### config.mk
export PLATFORM = sky130hd
export DESIGN_NAME = prep_ok_quorum_ctrl_flat
export DESIGN_NICKNAME = d
export VERILOG_FILES = /design/src/rtl/vr_pkg.sv /design/src/rtl/prep_ok_quorum_ctrl_if.sv /design/src/rtl/prep_ok_slot_table.sv /design/src/rtl/prep_ok_quorum_ctrl.sv /design/src/flat_wrapper.sv
export SDC_FILE = /design/constraint.sdc
export NUM_CORES = 1
export LEC_CHECK = 0
export ABC_CLOCK_PERIOD_IN_PS = 18860
export BUFFER_PORTS_ARGS = -buffer_cell sky130_fd_sc_hd__buf_2
export CORE_UTILIZATION = 61
export CTS_CLUSTER_DIAMETER = 50
export DETAILED_ROUTE_END_ITERATION = 8
export GPL_ROUTABILITY_DRIVEN = 0
export PLACE_DENSITY = 0.88
export SYNTH_ARGS = -nofsm -noshare
export SYNTH_HDL_FRONTEND = slang
export SYNTH_SLANG_ARGS = --single-unit
### constraint.sdc
create_clock -name clk -period 18.86 [get_ports clk]
set_clock_uncertainty 0.15 [all_clocks]
set_input_delay 0 -clock clk [delete_from_list [all_inputs] [get_ports clk]]
set_output_delay 0 -clock clk [all_outputs]
set_load 0.03 [all_outputs]
### src/rtl/vr_pkg.sv
// Shared VR definitions for the PrepareOK quorum engine: FSM states,
// window slot layout, quorum size and ack popcount.
package vr_pkg;

    // Upper bound on replica group size; each slot stores this many ack bits.
    localparam int MAX_REPLICAS = 16;
    localparam int CNT_W        = 5;

    typedef enum logic [2:0] {
        ST_READY            = 3'd0,
        ST_CHECK            = 3'd1,
        ST_ADVANCE          = 3'd2,
        ST_SEND_COMMIT_META = 3'd3,
        ST_WRITE_STATE      = 3'd4
    } quorum_state_t;

    typedef struct packed {
        logic                    valid;
        logic [MAX_REPLICAS-1:0] ack;
    } prep_slot_t;

    function automatic int quorum_size(input int num_replicas);
        return num_replicas / 2 + 1;
    endfunction

    function automatic logic [CNT_W-1:0] ack_popcount(input logic [MAX_REPLICAS-1:0] ack);
        logic [CNT_W-1:0] cnt;
        cnt = '0;
        for (int i = 0; i < MAX_REPLICAS; i++) begin
            cnt = cnt + CNT_W'(ack[i]);
        end
        return cnt;
    endfunction

endpackage

### src/rtl/prep_ok_quorum_ctrl_if.sv
// Handshake/bus bundle between the VR pipeline and the PrepareOK quorum engine.
// The slave modport is the engine side.
interface prep_ok_quorum_ctrl_if #(
    parameter int NUM_REPLICAS = 3,
    parameter int OP_W         = 64
);
    localparam int REPL_W = (NUM_REPLICAS > 1) ? $clog2(NUM_REPLICAS) : 1;

    logic              op_issue_val;
    logic              op_issue_rdy;
    logic [OP_W-1:0]   op_issue_num;

    logic              manage_prepok_msg_val;
    logic              prepok_manage_msg_rdy;
    logic [31:0]       manage_prepok_view;
    logic [OP_W-1:0]   manage_prepok_op_num;
    logic [REPL_W-1:0] manage_prepok_replica;

    logic [31:0]       cur_view;

    logic              commit_to_udp_meta_val;
    logic              to_udp_commit_meta_rdy;
    logic [OP_W-1:0]   commit_num;
    logic              quorum_vr_state_wr_req;
    logic              window_full;
    logic              quorum_engine_rdy;

    modport master (
        output op_issue_val, op_issue_num,
        output manage_prepok_msg_val, manage_prepok_view,
        output manage_prepok_op_num, manage_prepok_replica,
        output cur_view, to_udp_commit_meta_rdy,
        input  op_issue_rdy, prepok_manage_msg_rdy,
        input  commit_to_udp_meta_val, commit_num,
        input  quorum_vr_state_wr_req, window_full, quorum_engine_rdy
    );

    modport slave (
        input  op_issue_val, op_issue_num,
        input  manage_prepok_msg_val, manage_prepok_view,
        input  manage_prepok_op_num, manage_prepok_replica,
        input  cur_view, to_udp_commit_meta_rdy,
        output op_issue_rdy, prepok_manage_msg_rdy,
        output commit_to_udp_meta_val, commit_num,
        output quorum_vr_state_wr_req, window_full, quorum_engine_rdy
    );

endinterface

### src/rtl/prep_ok_slot_table.sv
// Outstanding-op window: one slot per op (indexed by low op-number bits) holding
// a valid flag and the replica ack bitmap, with popcount on the read port.
module prep_ok_slot_table
    import vr_pkg::*;
#(
    parameter int LEADER_IDX  = 0,
    parameter int WINDOW_LOG2 = 3,
    parameter int REPL_W      = 2
) (
    input  logic                   clk,
    input  logic                   rst_n,
    input  logic                   issue_en,
    input  logic [WINDOW_LOG2-1:0] issue_idx,
    input  logic                   ack_en,
    input  logic [WINDOW_LOG2-1:0] ack_idx,
    input  logic [REPL_W-1:0]      ack_replica,
    input  logic                   clear_en,
    input  logic [WINDOW_LOG2-1:0] clear_idx,
    input  logic [WINDOW_LOG2-1:0] rd_idx,
    output logic                   rd_valid,
    output logic [CNT_W-1:0]       rd_count
);
    localparam int WINDOW = 1 << WINDOW_LOG2;
    localparam logic [MAX_REPLICAS-1:0] LEADER_MASK = MAX_REPLICAS'(1) << LEADER_IDX;

    prep_slot_t [WINDOW-1:0]  slot_vec;
    logic [MAX_REPLICAS-1:0]  ack_mask;

    assign ack_mask = MAX_REPLICAS'(1) << ack_replica;

    generate
        for (genvar gi = 0; gi < WINDOW; gi++) begin : g_slot
            prep_slot_t slot_reg;

            // Issue, ack and clear come from mutually exclusive FSM states.
            always_ff @(posedge clk or negedge rst_n) begin
                if (!rst_n) begin
                    slot_reg <= '0;
                end else if (issue_en && issue_idx == WINDOW_LOG2'(gi)) begin
                    slot_reg.valid <= 1'b1;
                    slot_reg.ack   <= LEADER_MASK;
                end else if (ack_en && ack_idx == WINDOW_LOG2'(gi)) begin
                    slot_reg.ack   <= slot_reg.ack | ack_mask;
                end else if (clear_en && clear_idx == WINDOW_LOG2'(gi)) begin
                    slot_reg.valid <= 1'b0;
                end
            end

            assign slot_vec[gi] = slot_reg;
        end
    endgenerate

    assign rd_valid = slot_vec[rd_idx].valid;
    assign rd_count = ack_popcount(slot_vec[rd_idx].ack);

endmodule

### src/rtl/prep_ok_quorum_ctrl.sv
// Leader-side PrepareOK quorum engine: tracks acks per outstanding op, advances
// commit_num in order once a quorum is reached, then emits one Commit and VR write.
module prep_ok_quorum_ctrl
    import vr_pkg::*;
#(
    parameter int NUM_REPLICAS = 3,
    parameter int LEADER_IDX   = 0,
    parameter int OP_W         = 64,
    parameter int WINDOW_LOG2  = 3
) (
    input  logic                  clk,
    input  logic                  rst_n,
    prep_ok_quorum_ctrl_if.slave  bus
);
    localparam int WINDOW = 1 << WINDOW_LOG2;
    localparam int REPL_W = (NUM_REPLICAS > 1) ? $clog2(NUM_REPLICAS) : 1;
    localparam logic [CNT_W-1:0] QUORUM = CNT_W'(quorum_size(NUM_REPLICAS));

    quorum_state_t     state_reg;
    logic [OP_W-1:0]   commit_num_reg;
    logic [OP_W-1:0]   last_issued_reg;
    logic [31:0]       msg_view_reg;
    logic [OP_W-1:0]   msg_op_reg;
    logic [REPL_W-1:0] msg_replica_reg;
    logic              advanced_reg;
    logic              meta_val_reg;
    logic              wr_req_reg;
    logic              engine_rdy_reg;

    logic [OP_W-1:0]   next_commit;
    logic              issue_fire;
    logic              msg_fire;
    logic              msg_drop;
    logic              commit_now;
    logic              rd_valid;
    logic [CNT_W-1:0]  rd_count;

    assign next_commit = commit_num_reg + OP_W'(1);

    assign bus.window_full            = (last_issued_reg - commit_num_reg) == OP_W'(WINDOW);
    assign bus.op_issue_rdy           = engine_rdy_reg & ~bus.window_full;
    // A new Prepare takes priority over a PrepareOK arriving in the same cycle.
    assign bus.prepok_manage_msg_rdy  = engine_rdy_reg & ~bus.op_issue_val;
    assign bus.commit_to_udp_meta_val = meta_val_reg;
    assign bus.quorum_vr_state_wr_req = wr_req_reg;
    assign bus.quorum_engine_rdy      = engine_rdy_reg;
    assign bus.commit_num             = commit_num_reg;

    assign issue_fire = bus.op_issue_val & bus.op_issue_rdy;
    assign msg_fire   = bus.manage_prepok_msg_val & bus.prepok_manage_msg_rdy;

    assign msg_drop = (msg_view_reg != bus.cur_view)
                    | (msg_op_reg <= commit_num_reg)
                    | (msg_op_reg > last_issued_reg)
                    | (32'(msg_replica_reg) >= $unsigned(NUM_REPLICAS));

    assign commit_now = (state_reg == ST_ADVANCE) & rd_valid & (rd_count >= QUORUM);

    prep_ok_slot_table #(
        .LEADER_IDX  (LEADER_IDX),
        .WINDOW_LOG2 (WINDOW_LOG2),
        .REPL_W      (REPL_W)
    ) u_slot_table (
        .clk         (clk),
        .rst_n       (rst_n),
        .issue_en    (issue_fire),
        .issue_idx   (bus.op_issue_num[WINDOW_LOG2-1:0]),
        .ack_en      ((state_reg == ST_CHECK) & ~msg_drop),
        .ack_idx     (msg_op_reg[WINDOW_LOG2-1:0]),
        .ack_replica (msg_replica_reg),
        .clear_en    (commit_now),
        .clear_idx   (next_commit[WINDOW_LOG2-1:0]),
        .rd_idx      (next_commit[WINDOW_LOG2-1:0]),
        .rd_valid    (rd_valid),
        .rd_count    (rd_count)
    );

    always_ff @(posedge clk or negedge rst_n) begin
        if (!rst_n) begin
            state_reg       <= ST_READY;
            commit_num_reg  <= '0;
            last_issued_reg <= '0;
            msg_view_reg    <= '0;
            msg_op_reg      <= '0;
            msg_replica_reg <= '0;
            advanced_reg    <= 1'b0;
            meta_val_reg    <= 1'b0;
            wr_req_reg      <= 1'b0;
            engine_rdy_reg  <= 1'b1;
        end else begin
            case (state_reg)
                ST_READY: begin
                    if (issue_fire) begin
                        last_issued_reg <= bus.op_issue_num;
                    end
                    if (msg_fire) begin
                        msg_view_reg    <= bus.manage_prepok_view;
                        msg_op_reg      <= bus.manage_prepok_op_num;
                        msg_replica_reg <= bus.manage_prepok_replica;
                        engine_rdy_reg  <= 1'b0;
                        state_reg       <= ST_CHECK;
                    end
                end
                ST_CHECK: begin
                    advanced_reg <= 1'b0;
                    if (msg_drop) begin
                        engine_rdy_reg <= 1'b1;
                        state_reg      <= ST_READY;
                    end else begin
                        state_reg      <= ST_ADVANCE;
                    end
                end
                ST_ADVANCE: begin
                    // Commit at most one op per cycle, strictly in op-number order.
                    if (commit_now) begin
                        commit_num_reg <= next_commit;
                        advanced_reg   <= 1'b1;
                    end else if (advanced_reg) begin
                        meta_val_reg   <= 1'b1;
                        state_reg      <= ST_SEND_COMMIT_META;
                    end else begin
                        engine_rdy_reg <= 1'b1;
                        state_reg      <= ST_READY;
                    end
                end
                ST_SEND_COMMIT_META: begin
                    if (bus.to_udp_commit_meta_rdy) begin
                        meta_val_reg <= 1'b0;
                        wr_req_reg   <= 1'b1;
                        state_reg    <= ST_WRITE_STATE;
                    end
                end
                ST_WRITE_STATE: begin
                    wr_req_reg     <= 1'b0;
                    engine_rdy_reg <= 1'b1;
                    state_reg      <= ST_READY;
                end
                default: begin
                    state_reg      <= quorum_state_t'('x);
                    meta_val_reg   <= 1'bx;
                    wr_req_reg     <= 1'bx;
                    engine_rdy_reg <= 1'bx;
                end
            endcase
        end
    end

endmodule

### src/flat_wrapper.sv
// flat-port wrapper written by rule: the top's interface ports become plain ports
module prep_ok_quorum_ctrl_flat import vr_pkg::*;
#(
    parameter int NUM_REPLICAS = 3,
    parameter int LEADER_IDX   = 0,
    parameter int OP_W         = 64,
    parameter int WINDOW_LOG2  = 3
)
  (clk, rst_n, bus_op_issue_val, bus_op_issue_num, bus_manage_prepok_msg_val, bus_manage_prepok_view, bus_manage_prepok_op_num, bus_manage_prepok_replica, bus_cur_view, bus_to_udp_commit_meta_rdy, bus_op_issue_rdy, bus_prepok_manage_msg_rdy, bus_commit_to_udp_meta_val, bus_commit_num, bus_quorum_vr_state_wr_req, bus_window_full, bus_quorum_engine_rdy);
  prep_ok_quorum_ctrl_if #(.NUM_REPLICAS(NUM_REPLICAS), .OP_W(OP_W)) bus_i ();
  input  logic clk;
  input  logic rst_n;
  input wire logic [$bits(bus_i.op_issue_val)-1:0] bus_op_issue_val;
  input wire logic [$bits(bus_i.op_issue_num)-1:0] bus_op_issue_num;
  input wire logic [$bits(bus_i.manage_prepok_msg_val)-1:0] bus_manage_prepok_msg_val;
  input wire logic [$bits(bus_i.manage_prepok_view)-1:0] bus_manage_prepok_view;
  input wire logic [$bits(bus_i.manage_prepok_op_num)-1:0] bus_manage_prepok_op_num;
  input wire logic [$bits(bus_i.manage_prepok_replica)-1:0] bus_manage_prepok_replica;
  input wire logic [$bits(bus_i.cur_view)-1:0] bus_cur_view;
  input wire logic [$bits(bus_i.to_udp_commit_meta_rdy)-1:0] bus_to_udp_commit_meta_rdy;
  output wire logic [$bits(bus_i.op_issue_rdy)-1:0] bus_op_issue_rdy;
  output wire logic [$bits(bus_i.prepok_manage_msg_rdy)-1:0] bus_prepok_manage_msg_rdy;
  output wire logic [$bits(bus_i.commit_to_udp_meta_val)-1:0] bus_commit_to_udp_meta_val;
  output wire logic [$bits(bus_i.commit_num)-1:0] bus_commit_num;
  output wire logic [$bits(bus_i.quorum_vr_state_wr_req)-1:0] bus_quorum_vr_state_wr_req;
  output wire logic [$bits(bus_i.window_full)-1:0] bus_window_full;
  output wire logic [$bits(bus_i.quorum_engine_rdy)-1:0] bus_quorum_engine_rdy;
  assign bus_i.op_issue_val = bus_op_issue_val;
  assign bus_i.op_issue_num = bus_op_issue_num;
  assign bus_i.manage_prepok_msg_val = bus_manage_prepok_msg_val;
  assign bus_i.manage_prepok_view = bus_manage_prepok_view;
  assign bus_i.manage_prepok_op_num = bus_manage_prepok_op_num;
  assign bus_i.manage_prepok_replica = bus_manage_prepok_replica;
  assign bus_i.cur_view = bus_cur_view;
  assign bus_i.to_udp_commit_meta_rdy = bus_to_udp_commit_meta_rdy;
  assign bus_op_issue_rdy = bus_i.op_issue_rdy;
  assign bus_prepok_manage_msg_rdy = bus_i.prepok_manage_msg_rdy;
  assign bus_commit_to_udp_meta_val = bus_i.commit_to_udp_meta_val;
  assign bus_commit_num = bus_i.commit_num;
  assign bus_quorum_vr_state_wr_req = bus_i.quorum_vr_state_wr_req;
  assign bus_window_full = bus_i.window_full;
  assign bus_quorum_engine_rdy = bus_i.quorum_engine_rdy;
  prep_ok_quorum_ctrl #(.NUM_REPLICAS(NUM_REPLICAS), .LEADER_IDX(LEADER_IDX), .OP_W(OP_W), .WINDOW_LOG2(WINDOW_LOG2)) u_core (.clk(clk), .rst_n(rst_n), .bus(bus_i));
endmodule
Yosys cells after proc, flatten, opt, wreduce, memory -nomap -nowiden
Index checks and enable logic that the tools add are counted.

storage, ports and cells
  register bits = 369
  input port bits = 199
  logic and storage cells = 231

operators by class
  equality and inequality tests = 42
  magnitude comparators = 5
  shift-type cells = 1
  reduce and logical (&&, ||, !) cells = 63
  bitwise logic cells = 24
  add/subtract/negate cells = 17
  multiplexer cells = 53

operators with widths
  kind                                                                count
  17-bit two-way mux                                                  9
  16-bit two-way mux                                                  8
  16-bit bitwise OR                                                   8
  64-bit by 1-bit adder with 64-bit output, second input constant     1
  64-bit by 4-bit == test with 1-bit output, second input constant    1
  64-bit greater-than comparator                                      1
  64-bit less-or-equal comparator                                     1
  64-bit subtractor                                                   1
  5-bit by 1-bit adder with 5-bit output                              11
  17-bit binary-select mux with 3-bit select                          1
  3-bit == test, second input constant                                13
  2-bit nonzero test                                                  17
  32-bit inequality test                                              1
  2-bit AND reduction                                                 13
  1-bit two-way mux                                                   25
  3-bit by 2-bit == test with 1-bit output, second input constant     8
  1-bit logical AND                                                   24
  2-bit inequality test, second input constant                        12
  1-bit by 2-bit left shift with 16-bit output, first input constant  1
  3-bit case mux with 5 select lines                                  1
  3-bit by 1-bit == test with 1-bit output, second input constant     4
  3-bit zero test                                                     4
  3-bit two-way mux                                                   3
  1-bit AND                                                           7
  other kinds (17)                                                    30

Logic depth before layout (Yosys ltp)
  word-level depth = 24
  depth in mapped cells = 23
  mapped depth without buffers = 20

Hierarchy
A second synthesis with hierarchy kept.

second synthesis, totals
  cell total of the unflattened synthesis = 2103
  area total of the unflattened synthesis = 20071.8 sq um

by module, submodules not included
  module               area an instance (sq um)  sequential area each (sq um)  times used  cells an instance
  prep_ok_quorum_ctrl  18076.1                   5831.8                        1           1935
  prep_ok_slot_table   1995.7                    1001.0                        1           168

Worst setup path before layout
OpenSTA, ideal clock, no wires.

  path kind = register -> register
  from = register u_core.commit_num_reg[0], in the netlist u_core.bus.commit_num[0]
  to = register u_core.commit_num_reg[58], in the netlist u_core.bus.commit_num[58]
  period minus slack after synthesis = 6.762 ns
  stages on the path, launching flop included = 23
  setup slack = 12.098 ns
  arrival time = 6.477 ns
  buffers on the path = 3
  library setup time = 0.134 ns
  required time = 18.576 ns
  cells stage by stage = dfrtp_1 buf_1 inv_1 ha_1 clkbuf_1 mux4_2 mux2_2 fa_1 ha_1 ha_1 nor3b_1 o211ai_1 a21oi_1 nand2_1 nor3_1 and3_1 clkbuf_1 nand3_1 nor2_1 nand3_1 nor3_1 nand2_1 xnor2_1

on the way
  word-level cells in the longest chain between the ends = 21
  elaborated cells on any way between the ends = 22

RTL lines
  what                                                   RTL line                                            text
  start, declared                                        prep_ok_quorum_ctrl.sv:20                           logic [OP_W-1:0] commit_num_reg;
  start signal, assigned                                 prep_ok_quorum_ctrl.sv:116                          commit_num_reg <= next_commit;
  64-bit by 1-bit adder with 64-bit output *             prep_ok_quorum_ctrl.sv:38                           assign next_commit = commit_num_reg + OP_W'(1);
  via u_core.next_commit[0]                              prep_ok_quorum_ctrl.sv:30                           logic [OP_W-1:0] next_commit;
  17-bit binary-select mux with 3-bit select *           prep_ok_slot_table.sv:53, prep_ok_slot_table.sv:54
  17-bit two-way mux (implied by the code) *             prep_ok_slot_table.sv:54                            assign rd_count = ack_popcount(slot_vec[rd_idx].ack);
  1-bit by 1-bit adder with 2-bit output                 vr_pkg.sv:30                                        cnt = cnt + CNT_W'(ack[i]);
  2-bit by 1-bit adder with 3-bit output                 vr_pkg.sv:30
  3-bit by 1-bit adder with 4-bit output                 vr_pkg.sv:30
  4-bit by 1-bit adder with 5-bit output                 vr_pkg.sv:30
  5-bit by 1-bit adder with 5-bit output (11 in series)  vr_pkg.sv:30
  5-bit by 2-bit >= comparator with 1-bit output         prep_ok_quorum_ctrl.sv:57                           assign commit_now = (state_reg == ST_ADVANCE) & rd_valid & (rd_count >= QUORUM);
  1-bit AND *                                            prep_ok_quorum_ctrl.sv:57
  2-bit AND reduction (no line) *                        --

Mark *: on every way through the listed nets, which the timed path passes. The rest lies on a longest branch. The select of a mux whose other input is x is not followed.
A chain may end at the register's enable or synchronous reset.

Worst setup path in the final report
  from = register u_core.commit_num_reg[0], in the netlist u_core.bus.commit_num[0]
  to = register u_core.commit_num_reg[59], in the netlist u_core.bus.commit_num[59]

The elaborated chain is that of the path after synthesis.

==> results by group <==
Worst setup path
  – Crit path cell chain: inv_1, ha_1, mux4_2, mux2_2, fa_1, ha_1, ha_1, nor3b_1, o211ai_1, a21oi_1, nand2_1, nor3_1, nand3_1, nor3_2, nand3_1, nor3_1, nand3_1, xnor2_1
  – R2R Path End: u_core.bus.commit_num[59]$_DFFE_PN0P_
  – Cells on worst reg2reg path: 18
  – Critical-path maximum fanout: 19
  – RR Startpoint: u_core.bus.commit_num[0]$_DFFE_PN0P_
  – WS Path Type: flop to flop
  – Critical-path top delay cell: a21oi_1
  – Critical path arrival: 9320 ps
  – Element type at the critical path end: flop
  – Req. time, crit path: 19130 ps
  – R2R setup slack: 9810 ps
  – Worst path max stage delay: 940 ps
  – Crit. Startpoint: u_core.bus.commit_num[0]$_DFFE_PN0P_
  – Startpoint types: flop

Route
  – DRC: 0
  – Via/cell ratio: 6.48
  – Initial drt markers: 1931
  – Drt pass-1 iters: 8
  – Vias: 19300
  – DRT antenna net count: 0
  – Avg WL per Cell: 21.9 um
  – WL final: 65.2 mm

Pwr
  – VDD IR-drop max: 0.0514 mV
  – Design Power: 1340 uW
  – Leak: 0.0125 uW
  – PD cells: 54.8 mW/mm^2

CTS
  – TritonCTS clock tree: built
  – Reg clk slew, reported paths: 60 ps
  – H-tree depth: 2
  – Post-CTS setup repair buffer count: 0
  – CTS Buf Count: 35
  – Worst skew pair latency: 540 ps
  – Root buf cell: clkbuf_16
  – Clock tree buffer depth: 3
  – Total clock sinks: 273

Synth
  – Synth Cell Area: 0.0200 mm^2
  – Syn Inst Count: 2102
  – Register area share after synthesis: 0.341
  – Library cells used by synthesis: 83
  – Number of synthesized flops with an enable pin: 0
  – Primary FF master, synth: dfrtp_1
  – Synth warn: 0
  – Seq cells post-synth: 273
  – Synth Net Count: 2502
  – Fraction of registers with async set/reset: 1.00
  – Mean Syn Cell Area: 9.52 um^2

Flow run
  – Max-cap violation count: 0

Placement
  – DP HPWL: 44.6 mm
  – I/O Buffers: 268

Floorplan
  – Overall die width: 183 um
  – Row cnt: 65
  – Die Area: 0.0335 mm^2
  – Boundary Pins: 269
  – Starting Density: 0.628
  – Die Ht: 183 um
  – Core region area: 0.0319 mm^2

Global routing
  – Largest net degree at the start of global routing: 131
  – Vias in the first global route: 19900
  – Grt ovf: 0
  – First-pass GRT wire length: 103 mm
  – Initial antenna violation count: 0
  – Gr usage total: 0.388

STA
  – Hold Vio Cnt, Final: 0
  – Setup TNS: 0 ps
  – Slew Viols, Final: 0
  – FMAX: 0.111 GHz
  – Slew HR: 0.210
  – RSZ-0062 raised after global routing: false
  – Final period util: 0.480
  – Slew @ Worst Pin: 1190 ps
  – # setup viols final: 0
  – Final Critical Period: 9050 ps

Layout
  – # fillers: 1969
  – Nets: 2915
  – Share of layout cells above drive strength 1: 0.211
  – Area Growth Syn to Fin: 22.6%
  – Utilization after layout: 0.769

Hold path
  – Hold Path Class: input port to asynchronous set/reset pin

Outcome
  – Outcome: finished, final reports clean
[cells in the mapped netlist (all sizes together) (10+ instances only)]
master | count | share of area
a2111oi | 10 | 0.0045
a211oi | 10 | 0.0044
a21o | 65 | 0.024
a21oi | 150 | 0.038
a31oi | 31 | 0.0097
and2 | 11 | 0.0034
and3 | 12 | 0.0038
and4 | 19 | 0.0083
buf | 15 | 0.0054
clkbuf | 53 | 0.0099
dfrtp | 272 | 0.34
ha | 200 | 0.13
inv | 153 | 0.029
mux2 | 166 | 0.10
mux4 | 10 | 0.011
nand2 | 158 | 0.030
nand2b | 15 | 0.0047
nand3 | 58 | 0.015
nand4 | 79 | 0.025
nor2 | 117 | 0.022
nor2b | 27 | 0.0084
nor3 | 61 | 0.016
nor4 | 22 | 0.0076
o211ai | 13 | 0.0049
o21a | 20 | 0.0075
o21ai | 87 | 0.022
o31ai | 10 | 0.0040
or3 | 14 | 0.0044
xnor2 | 107 | 0.047
xor2 | 22 | 0.0096
[critical path, delay by kind of cell, from the launching register on]
family	cells	cell delay [ps]
buffers and inverters	1	220
multiplexers	2	870
flip-flops	1	930
AO/OA/AOI/OAI	2	1100
adder cells (fa/ha/maj)	4	1750
XOR/XNOR	1	260
AND/OR/NAND/NOR	8	3650
[final cells by class]
type,instances,area [um^2],area share
Antenna cell,1,2.50,0.000102
Clock buffer,48,1030,0.0418
Clock inverter,15,151,0.00617
Inverter,153,574,0.0234
Multi-Input combinational cell,1608,12300,0.502
Sequential cell,273,6830,0.279
Tap cell,435,544,0.0222
Timing Repair Buffer,444,3100,0.126
[metrics by stage]
stage	hold slack (ps)	std cells	instance area (um^2)	worst slack (ps)
global placement	23.2	2744	21700	10790
floorplan	-446	2102	20000	12100
detailed placement	30.3	2744	21700	10280
CTS	80.0	2976	24500	10180
finish	17.8	2977	24500	9810
global route	99.8	2976	24500	9510
[cells in the final DEF, fill, tap and decap left out, types with 79 or more instances in the layout]
master,Yosys,layout
dfrtp_1,272,272
buf_2,6,267
ha_1,200,200
dlygate4sd3_1,0,169
nand2_1,158,158
inv_1,153,153
a21oi_1,150,150
nor2_1,117,116
xnor2_1,107,107
mux2_2,106,106
nand4_1,79,79
[timing repair]
action,4_1_cts,5_1_grt
hold buffers,169,0
endpoints found under the hold margin,329,0
gates resized for setup,0,0
[layer usage]
metal,share of wire,global-route usage
met5,0,0
met4,0.065,0.230
met3,0.086,0.0751
met2,0.48,0.663
met1,0.37,0.452
[report_power, final]
group	total (uW)	switching [uW]	leakage (uW)	internal, uW
clock	687	286	0.000577	401
combinational	70.5	30.0	0.00812	40.5
sequential	586	0	0.00379	586
[kinds of logic (layout without fill, tap and decap cells)]
group | Yosys count | in the layout | share of synthesized area
DFF | 273 | 273 | 0.341
muxes | 182 | 182 | 0.119
other | 0 | 1 | 0
AOI/OAI and AO/OA | 481 | 481 | 0.157
buffers and inverters | 221 | 660 | 0.0441
adders and majority gates | 201 | 201 | 0.126
xor gates and xnor gates | 129 | 129 | 0.0565
and+or+nand+nor | 615 | 615 | 0.156
[how the worst max path moves through the flow]
| stage | endpoint | slack (ps) |
|---|---|---|
| 6_report | u_core.bus.commit_num[59]$_DFFE_PN0P_ | 9810 |
| 5_1_grt | u_core.bus.commit_num[59]$_DFFE_PN0P_ | 9510 |
| 4_1_cts | u_core.bus.commit_num[63]$_DFFE_PN0P_ | 10180 |
| 3_5_place_dp | u_core.bus.commit_num[63]$_DFFE_PN0P_ | 10280 |
| 3_3_place_gp | u_core.bus.commit_num[63]$_DFFE_PN0P_ | 10790 |
| 2_1_floorplan | u_core.bus.commit_num[58]$_DFFE_PN0P_ | 12100 |
Power figures use the tool's default switching activity.
